$ cat src/rtl/boot_sequencer_if.sv
// Boot sequencer signal bundle: UART word input, fetch-side address and
// run handshake, program-memory port and sequencer status.
interface boot_sequencer_if #(
    parameter int CNT_W = 16
);
    logic             uart_valid;
    logic [31:0]      uart_data;
    logic [31:0]      fetch_addr;
    logic             run_finished;
    logic [31:0]      mem_addr;
    logic             mem_we;
    logic [31:0]      mem_wdata;
    logic             run_en;
    logic             core_flush;
    logic [1:0]       state;
    logic [CNT_W-1:0] words_loaded;
    logic             load_error;

    // Sequencer side: owns the memory port and status outputs.
    modport master (
        input  uart_valid, uart_data, fetch_addr, run_finished,
        output mem_addr, mem_we, mem_wdata, run_en, core_flush,
               state, words_loaded, load_error
    );

    // Environment side: UART wrapper, fetch stage and memory.
    modport slave (
        output uart_valid, uart_data, fetch_addr, run_finished,
        input  mem_addr, mem_we, mem_wdata, run_en, core_flush,
               state, words_loaded, load_error
    );
endinterface

$ cat src/rtl/boot_sequencer.sv
// Load-then-run controller: writes UART words into program memory, detects
// the end marker, flushes the pipeline, then lets the core run until fetch
// reports completion. Shares the single memory address port with fetch.
//
// state | meaning
// ------+------------------------------------------------------------
// IDLE  | waiting for the first word of a load or a re-run marker
// LOAD  | writing received words at increasing word addresses
// FLUSH | core_flush held for FLUSH_CYCLES cycles, run_en low
// RUN   | run_en high until run_finished
module boot_sequencer #(
    parameter int          MEM_BYTES    = 4096,
    parameter logic [15:0] END_MARKER   = 16'h1111,
    parameter int          FLUSH_CYCLES = 4,
    parameter int          CNT_W        = 16
) (
    input logic               clk,
    input logic               reset_n,
    boot_sequencer_if.master  bus
);
    // One extra address bit so the "memory full" value MEM_BYTES is representable.
    localparam int AW  = $clog2(MEM_BYTES) + 1;
    localparam int FCW = (FLUSH_CYCLES > 1) ? $clog2(FLUSH_CYCLES) : 1;
    localparam logic [AW-1:0]  LP_LIMIT   = AW'(MEM_BYTES);
    localparam logic [FCW-1:0] LP_FL_LOAD = FCW'(FLUSH_CYCLES - 1);

    typedef enum logic [1:0] {
        ST_IDLE  = 2'd0,
        ST_LOAD  = 2'd1,
        ST_FLUSH = 2'd2,
        ST_RUN   = 2'd3
    } state_t;

    state_t           r_state;
    logic [AW-1:0]    r_wr_addr;
    logic [AW-1:0]    r_next_addr;
    logic             r_we;
    logic [31:0]      r_wdata;
    logic [CNT_W-1:0] r_words;
    logic             r_err;
    logic             r_run_en;
    logic             r_flush;
    logic [FCW-1:0]   r_fcnt;

    logic w_marker;
    logic w_room;

    assign w_marker = (bus.uart_data[15:0] == END_MARKER);
    assign w_room   = (r_next_addr < LP_LIMIT);

    // Sequencer FSM with registered memory-port and status outputs.
    always_ff @(posedge clk or negedge reset_n) begin
        if (!reset_n) begin
            r_state     <= ST_IDLE;
            r_wr_addr   <= '0;
            r_next_addr <= '0;
            r_we        <= 1'b0;
            r_wdata     <= '0;
            r_words     <= '0;
            r_err       <= 1'b0;
            r_run_en    <= 1'b0;
            r_flush     <= 1'b0;
            r_fcnt      <= '0;
        end else begin
            r_we <= 1'b0;
            case (r_state)
                ST_IDLE: begin
                    if (bus.uart_valid) begin
                        if (!w_marker) begin
                            r_wr_addr   <= '0;
                            r_next_addr <= AW'(4);
                            r_wdata     <= bus.uart_data;
                            r_we        <= 1'b1;
                            r_words     <= CNT_W'(1);
                            r_err       <= 1'b0;
                            r_state     <= ST_LOAD;
                        end else if (r_words != '0) begin
                            // Re-run the image already in memory.
                            r_state <= ST_FLUSH;
                            r_flush <= 1'b1;
                            r_fcnt  <= LP_FL_LOAD;
                        end
                    end
                end
                ST_LOAD: begin
                    if (bus.uart_valid) begin
                        if (w_marker) begin
                            r_state <= ST_FLUSH;
                            r_flush <= 1'b1;
                            r_fcnt  <= LP_FL_LOAD;
                        end else if (w_room) begin
                            r_wr_addr   <= r_next_addr;
                            r_next_addr <= r_next_addr + AW'(4);
                            r_wdata     <= bus.uart_data;
                            r_we        <= 1'b1;
                            if (r_words != '1) begin
                                r_words <= r_words + CNT_W'(1);
                            end
                        end else begin
                            // Memory full: drop the word, never wrap.
                            r_err <= 1'b1;
                        end
                    end
                end
                ST_FLUSH: begin
                    if (bus.uart_valid) begin
                        r_err <= 1'b1;
                    end
                    if (r_fcnt == '0) begin
                        r_state  <= ST_RUN;
                        r_flush  <= 1'b0;
                        r_run_en <= 1'b1;
                    end else begin
                        r_fcnt <= r_fcnt - FCW'(1);
                    end
                end
                ST_RUN: begin
                    if (bus.uart_valid) begin
                        r_err <= 1'b1;
                    end
                    if (bus.run_finished) begin
                        r_state  <= ST_IDLE;
                        r_run_en <= 1'b0;
                    end
                end
                default: begin
                    r_state  <= ST_IDLE;
                    r_run_en <= 1'b0;
                    r_flush  <= 1'b0;
                end
            endcase
        end
    end

    // The write address only owns the memory port during a loader write.
    assign bus.mem_addr     = r_we ? 32'(r_wr_addr) : bus.fetch_addr;
    assign bus.mem_we       = r_we;
    assign bus.mem_wdata    = r_wdata;
    assign bus.run_en       = r_run_en;
    assign bus.core_flush   = r_flush;
    assign bus.state        = r_state;
    assign bus.words_loaded = r_words;
    assign bus.load_error   = r_err;
endmodule
$ cat src/flat_wrapper.sv
// flat-port wrapper written by rule: the top's interface ports become plain ports
module boot_sequencer_flat 
#(
    parameter int          MEM_BYTES    = 4096,
    parameter logic [15:0] END_MARKER   = 16'h1111,
    parameter int          FLUSH_CYCLES = 4,
    parameter int          CNT_W        = 16
)
  (clk, reset_n, bus_uart_valid, bus_uart_data, bus_fetch_addr, bus_run_finished, bus_mem_addr, bus_mem_we, bus_mem_wdata, bus_run_en, bus_core_flush, bus_state, bus_words_loaded, bus_load_error);
  boot_sequencer_if #(.CNT_W(CNT_W)) bus_i ();
  input logic clk;
  input logic reset_n;
  input wire logic [$bits(bus_i.uart_valid)-1:0] bus_uart_valid;
  input wire logic [$bits(bus_i.uart_data)-1:0] bus_uart_data;
  input wire logic [$bits(bus_i.fetch_addr)-1:0] bus_fetch_addr;
  input wire logic [$bits(bus_i.run_finished)-1:0] bus_run_finished;
  output wire logic [$bits(bus_i.mem_addr)-1:0] bus_mem_addr;
  output wire logic [$bits(bus_i.mem_we)-1:0] bus_mem_we;
  output wire logic [$bits(bus_i.mem_wdata)-1:0] bus_mem_wdata;
  output wire logic [$bits(bus_i.run_en)-1:0] bus_run_en;
  output wire logic [$bits(bus_i.core_flush)-1:0] bus_core_flush;
  output wire logic [$bits(bus_i.state)-1:0] bus_state;
  output wire logic [$bits(bus_i.words_loaded)-1:0] bus_words_loaded;
  output wire logic [$bits(bus_i.load_error)-1:0] bus_load_error;
  assign bus_i.uart_valid = bus_uart_valid;
  assign bus_i.uart_data = bus_uart_data;
  assign bus_i.fetch_addr = bus_fetch_addr;
  assign bus_i.run_finished = bus_run_finished;
  assign bus_mem_addr = bus_i.mem_addr;
  assign bus_mem_we = bus_i.mem_we;
  assign bus_mem_wdata = bus_i.mem_wdata;
  assign bus_run_en = bus_i.run_en;
  assign bus_core_flush = bus_i.core_flush;
  assign bus_state = bus_i.state;
  assign bus_words_loaded = bus_i.words_loaded;
  assign bus_load_error = bus_i.load_error;
  boot_sequencer #(.MEM_BYTES(MEM_BYTES), .END_MARKER(END_MARKER), .FLUSH_CYCLES(FLUSH_CYCLES), .CNT_W(CNT_W)) u_core (.clk(clk), .reset_n(reset_n), .bus(bus_i));
endmodule
$ cat config.mk
export PLATFORM = sky130hd
export DESIGN_NAME = boot_sequencer_flat
export DESIGN_NICKNAME = d
export VERILOG_FILES = /design/src/rtl/boot_sequencer_if.sv /design/src/rtl/boot_sequencer.sv /design/src/flat_wrapper.sv
export SDC_FILE = /design/constraint.sdc
export NUM_CORES = 1
export LEC_CHECK = 0
export BUFFER_PORTS_ARGS = -buffer_cell sky130_fd_sc_hd__buf_2
export CAP_MARGIN = 10
export CORE_ASPECT_RATIO = 0.8
export CORE_MARGIN = 4
export CORE_UTILIZATION = 52
export CTS_BUF_LIST = sky130_fd_sc_hd__clkbuf_8
export CTS_CLUSTER_DIAMETER = 40
export DETAILED_ROUTE_END_ITERATION = 10
export PLACE_DENSITY_LB_ADDON = 0.3
export SLEW_MARGIN = 5
export SYNTH_ARGS = -nofsm -noshare
export SYNTH_HDL_FRONTEND = slang
export SYNTH_SLANG_ARGS = --single-unit
$ cat constraint.sdc
create_clock -name clk -period 5.4 [get_ports clk]
set_input_delay 0.27 -clock clk [delete_from_list [all_inputs] [get_ports clk]]
set_output_delay 0.27 -clock clk [all_outputs]
set_load 0.005 [all_outputs]
==> impl_metrics.toml <==
[critical_path]
rr_endpoint = "u_core.bus.words_loaded[6]$_DFFE_PN0P_"
arrival_ns = 3.42
rr_worst_depth = 9
critPathKind = "reg -> reg"
r2r_setup_slack_ns = 2.25
critPathMaxFanout = 58
reg2reg_from = "u_core.bus.state[1]$_DFFE_PN0P_"
critPathRequiredTime_ns = 5.68
cp-start-kind = "flip-flop"
endpoint_kind = "flip-flop"

[cts]
cts_buffers = 9
tritoncts = "yes"
cts_resized = 0
ctsHtreeMaxLevel = 3
holdBufCountCts = 0
cts-root-buf = "clkbuf_8"
clkTransAtPathRegs_ns = 0.08
insertion_delay_ns = 0.34
cts_setup_buffers = 0
clock_path_buffers = 2
numClockSinks = 78

[layout]
syn2layout_area_growth_pct = 23.2
finalInstanceArea_mm2 = 0.00512
drive_above_1_share_pct = 30.6
nNetsFinal = 689
antenna_cells = 0

[power]
p_leak_nw = 2.68
power_density_mw_per_mm2 = 472
power.total_mw = 2.42
max-vdd-ir-drop_v = 0.000242

[sta]
max_slew_margin_pct = 30.5
grt_setup_unrepaired = "false"
worstMarginPinSlew_ns = 1.04
setup-tns-final_ns = 0
max_freq_ghz = 0.318
finalCriticalPeriod_ns = 3.15
setup_viol = 0
hold_violations = 0
slew_viol_final = 0
finalCritPeriodShare_pct = 58.3
worst_hold_slack_ns = 0.0633
finClkSkew_ns = 0.00634
final.setup.worst_slack_ns = 2.25

[grt]
grt_pass1_wl_mm = 17.2
grt_pass1_vias = 3744
grtUsageTotal_pct = 22.5
grt.overflow.total = 0
grt_max_degree = 79
antenna_found_initial = 0

[synthesis]
synth_area_mm2 = 0.00416
synthDistinctLibCells = 52
synth-seq-cells = 78
synth-simple-area-share_pct = 29.7
yosys.area_share.xor_xnor_pct = 0
synth_compound_area_share_pct = 11.9
yosys_warnings = 0
synthMuxAreaShare_pct = 4.27
synth_seq_area_share_pct = 46.9
synth_nets = 550
synthCells = 472
synth-edff-count = 0
synthArstFlopShare_pct = 100
synth_top_flop_cell = "dfrtp_1"
synth_fa_ha_area_share_pct = 3.01
syn_avg_cell_area_um2 = 8.81
synth_top_family_by_area = "simple AND/OR/NAND/NOR gates"

[placed_design]
place_area_mm2 = 0.00495
port-buffer-count = 153
gp_congestion = 0.858
post-place-ws_ns = 2.30
hpwl_mm = 7.46

[detailed_routing]
wl_per_cell_um = 14.6
via_per_inst = 5.37
vias = 3858
dr.pass1.iters = 4
drt_wl_total_mm = 10.5
drt_iter0_markers = 152
postRouteAntennaNets = 0
drcViolationCount = 0

[die]
coreArea_mm2 = 0.00760
die_y_um = 88.0
start_util_pct = 54.7
placementRows = 28
die_area_mm2 = 0.00950
ios = 154
fp.dieW_um = 108

[job]
drv_cap = 0

[hold_path]
hp-class = "in -> async"

[run_status]
status = "finished, final reports clean"
## cell usage in the layout (no fill, tap or decap), types with 9 or more instances in the layout
cell type,netlist,final
nand3_1,10,10
nor2_1,15,15
buf_2,9,152
o21ai_0,22,22
inv_1,13,16
nand2_1,146,146
a21oi_1,12,12
nand2b_1,9,9
clkbuf_8,0,9
ha_1,10,10
nor2b_1,23,23
mux2_2,14,14
dfrtp_1,78,78
## kinds of logic (layout without fill, tap and decap cells)
family,Yosys count,in the layout
and+or+nand+nor,253,253
adders and majority gates,10,10
DFF,78,78
muxes,16,16
buffers and inverters,41,183
AOI/OAI and AO/OA,74,74
## area by class of cell
class	instances	area, um2
sequential	78	1950
multi-input combinational	353	2030
clock inverter	5	46.3
inverter	13	48.8
tap	105	131
clock buffer	9	124
fill	660	2480
timing repair buffer	156	791
## how the worst max path moves through the flow
stage,start,endpoint,slack [ns],depth (start not counted)
finish,u_core.bus.state[1]$_DFFE_PN0P_,u_core.bus.words_loaded[6]$_DFFE_PN0P_,2.25,9
detailed placement,u_core.bus.state[1]$_DFFE_PN0P_,u_core.bus.words_loaded[6]$_DFFE_PN0P_,2.30,9
CTS,u_core.bus.state[1]$_DFFE_PN0P_,u_core.bus.words_loaded[6]$_DFFE_PN0P_,2.28,9
global placement,u_core.bus.state[1]$_DFFE_PN0P_,u_core.bus.words_loaded[6]$_DFFE_PN0P_,2.45,9
floorplan,u_core.bus.state[1]$_DFFE_PN0P_,u_core.bus.words_loaded[6]$_DFFE_PN0P_,3.32,9
global route,u_core.bus.state[1]$_DFFE_PN0P_,u_core.bus.words_loaded[5]$_DFFE_PN0P_,2.02,10
## sequential cells by signal, indices dropped and copies added, names as in the netlist
| name | count |
|---|---|
| u_core.bus.state | 2 |
| u_core.bus.words_loaded | 16 |
| u_core.bus.mem_we | 1 |
| u_core.r_wr_addr | 11 |
| u_core.bus.mem_wdata | 32 |
| u_core.bus.core_flush | 1 |
| u_core.r_fcnt | 2 |
| u_core.bus.load_error | 1 |
| u_core.bus.run_en | 1 |
| u_core.r_next_addr | 11 |
## synthesized netlist by cell type, types with 2 or more instances
master | number | area (um2)
nand2_1 | 146 | 548
dfrtp_1 | 78 | 1950
nor2b_1 | 23 | 144
o21ai_0 | 22 | 110
nor2_1 | 15 | 56.3
mux2_2 | 14 | 158
inv_1 | 13 | 48.8
a21oi_1 | 12 | 60.1
clkbuf_1 | 12 | 45.0
ha_1 | 10 | 125
nand3_1 | 10 | 50.1
buf_2 | 9 | 45.0
nand2b_1 | 9 | 56.3
a22o_1 | 8 | 70.1
nand4_1 | 7 | 43.8
and3_1 | 6 | 37.5
o211ai_1 | 6 | 45.0
a31oi_1 | 5 | 31.3
and2_1 | 5 | 31.3
nor4_1 | 5 | 31.3
a21o_1 | 4 | 30.0
buf_1 | 4 | 15.0
nand3b_1 | 4 | 30.0
nor4b_1 | 4 | 35.0
and4_1 | 3 | 26.3
o22a_1 | 3 | 26.3
a221o_1 | 2 | 20.0
mux2i_1 | 2 | 20.0
nand4_2 | 2 | 25.0
nor3_1 | 2 | 10.0
nor3b_1 | 2 | 15.0
o22ai_1 | 2 | 12.5
o311ai_0 | 2 | 17.5
or2_1 | 2 | 12.5
or3_1 | 2 | 12.5
## worst max-delay path, stage by stage, from the launching register on
cell,delay (ns)
dfrtp_1,0.44
inv_1,0.14
ha_1,0.17
buf_4,0.43
nor2_1,0.12
nand3b_4,0.20
or2_2,0.48
buf_4,0.37
or4_1,0.57
nand3_1,0.10
## where the power goes
group	switching [mW]	leakage (nW)	total [mW]	internal (mW)
registers	0.204	0.991	0.989	0.785
logic	0.572	1.59	1.03	0.457
clock network	0.195	0.0987	0.398	0.203
total	0.971	2.68	2.42	1.44
## per-stage QoR
stage          utilization, %  cells
2_1_floorplan               -    472
3_3_place_gp             65.1    705
3_5_place_dp             65.1    705
4_1_cts                  67.4    719
5_1_grt                  67.4    719
6_report                 67.4    719
## metal layers
layer	part of all wire (%)	track usage, %	wire length [um]
met3	7.1	5.97	742
met5	0	0	0
met2	49	37.5	5140
met1	43	29.0	4530
met4	1.1	7.45	116
Power figures use the tool's default switching activity.
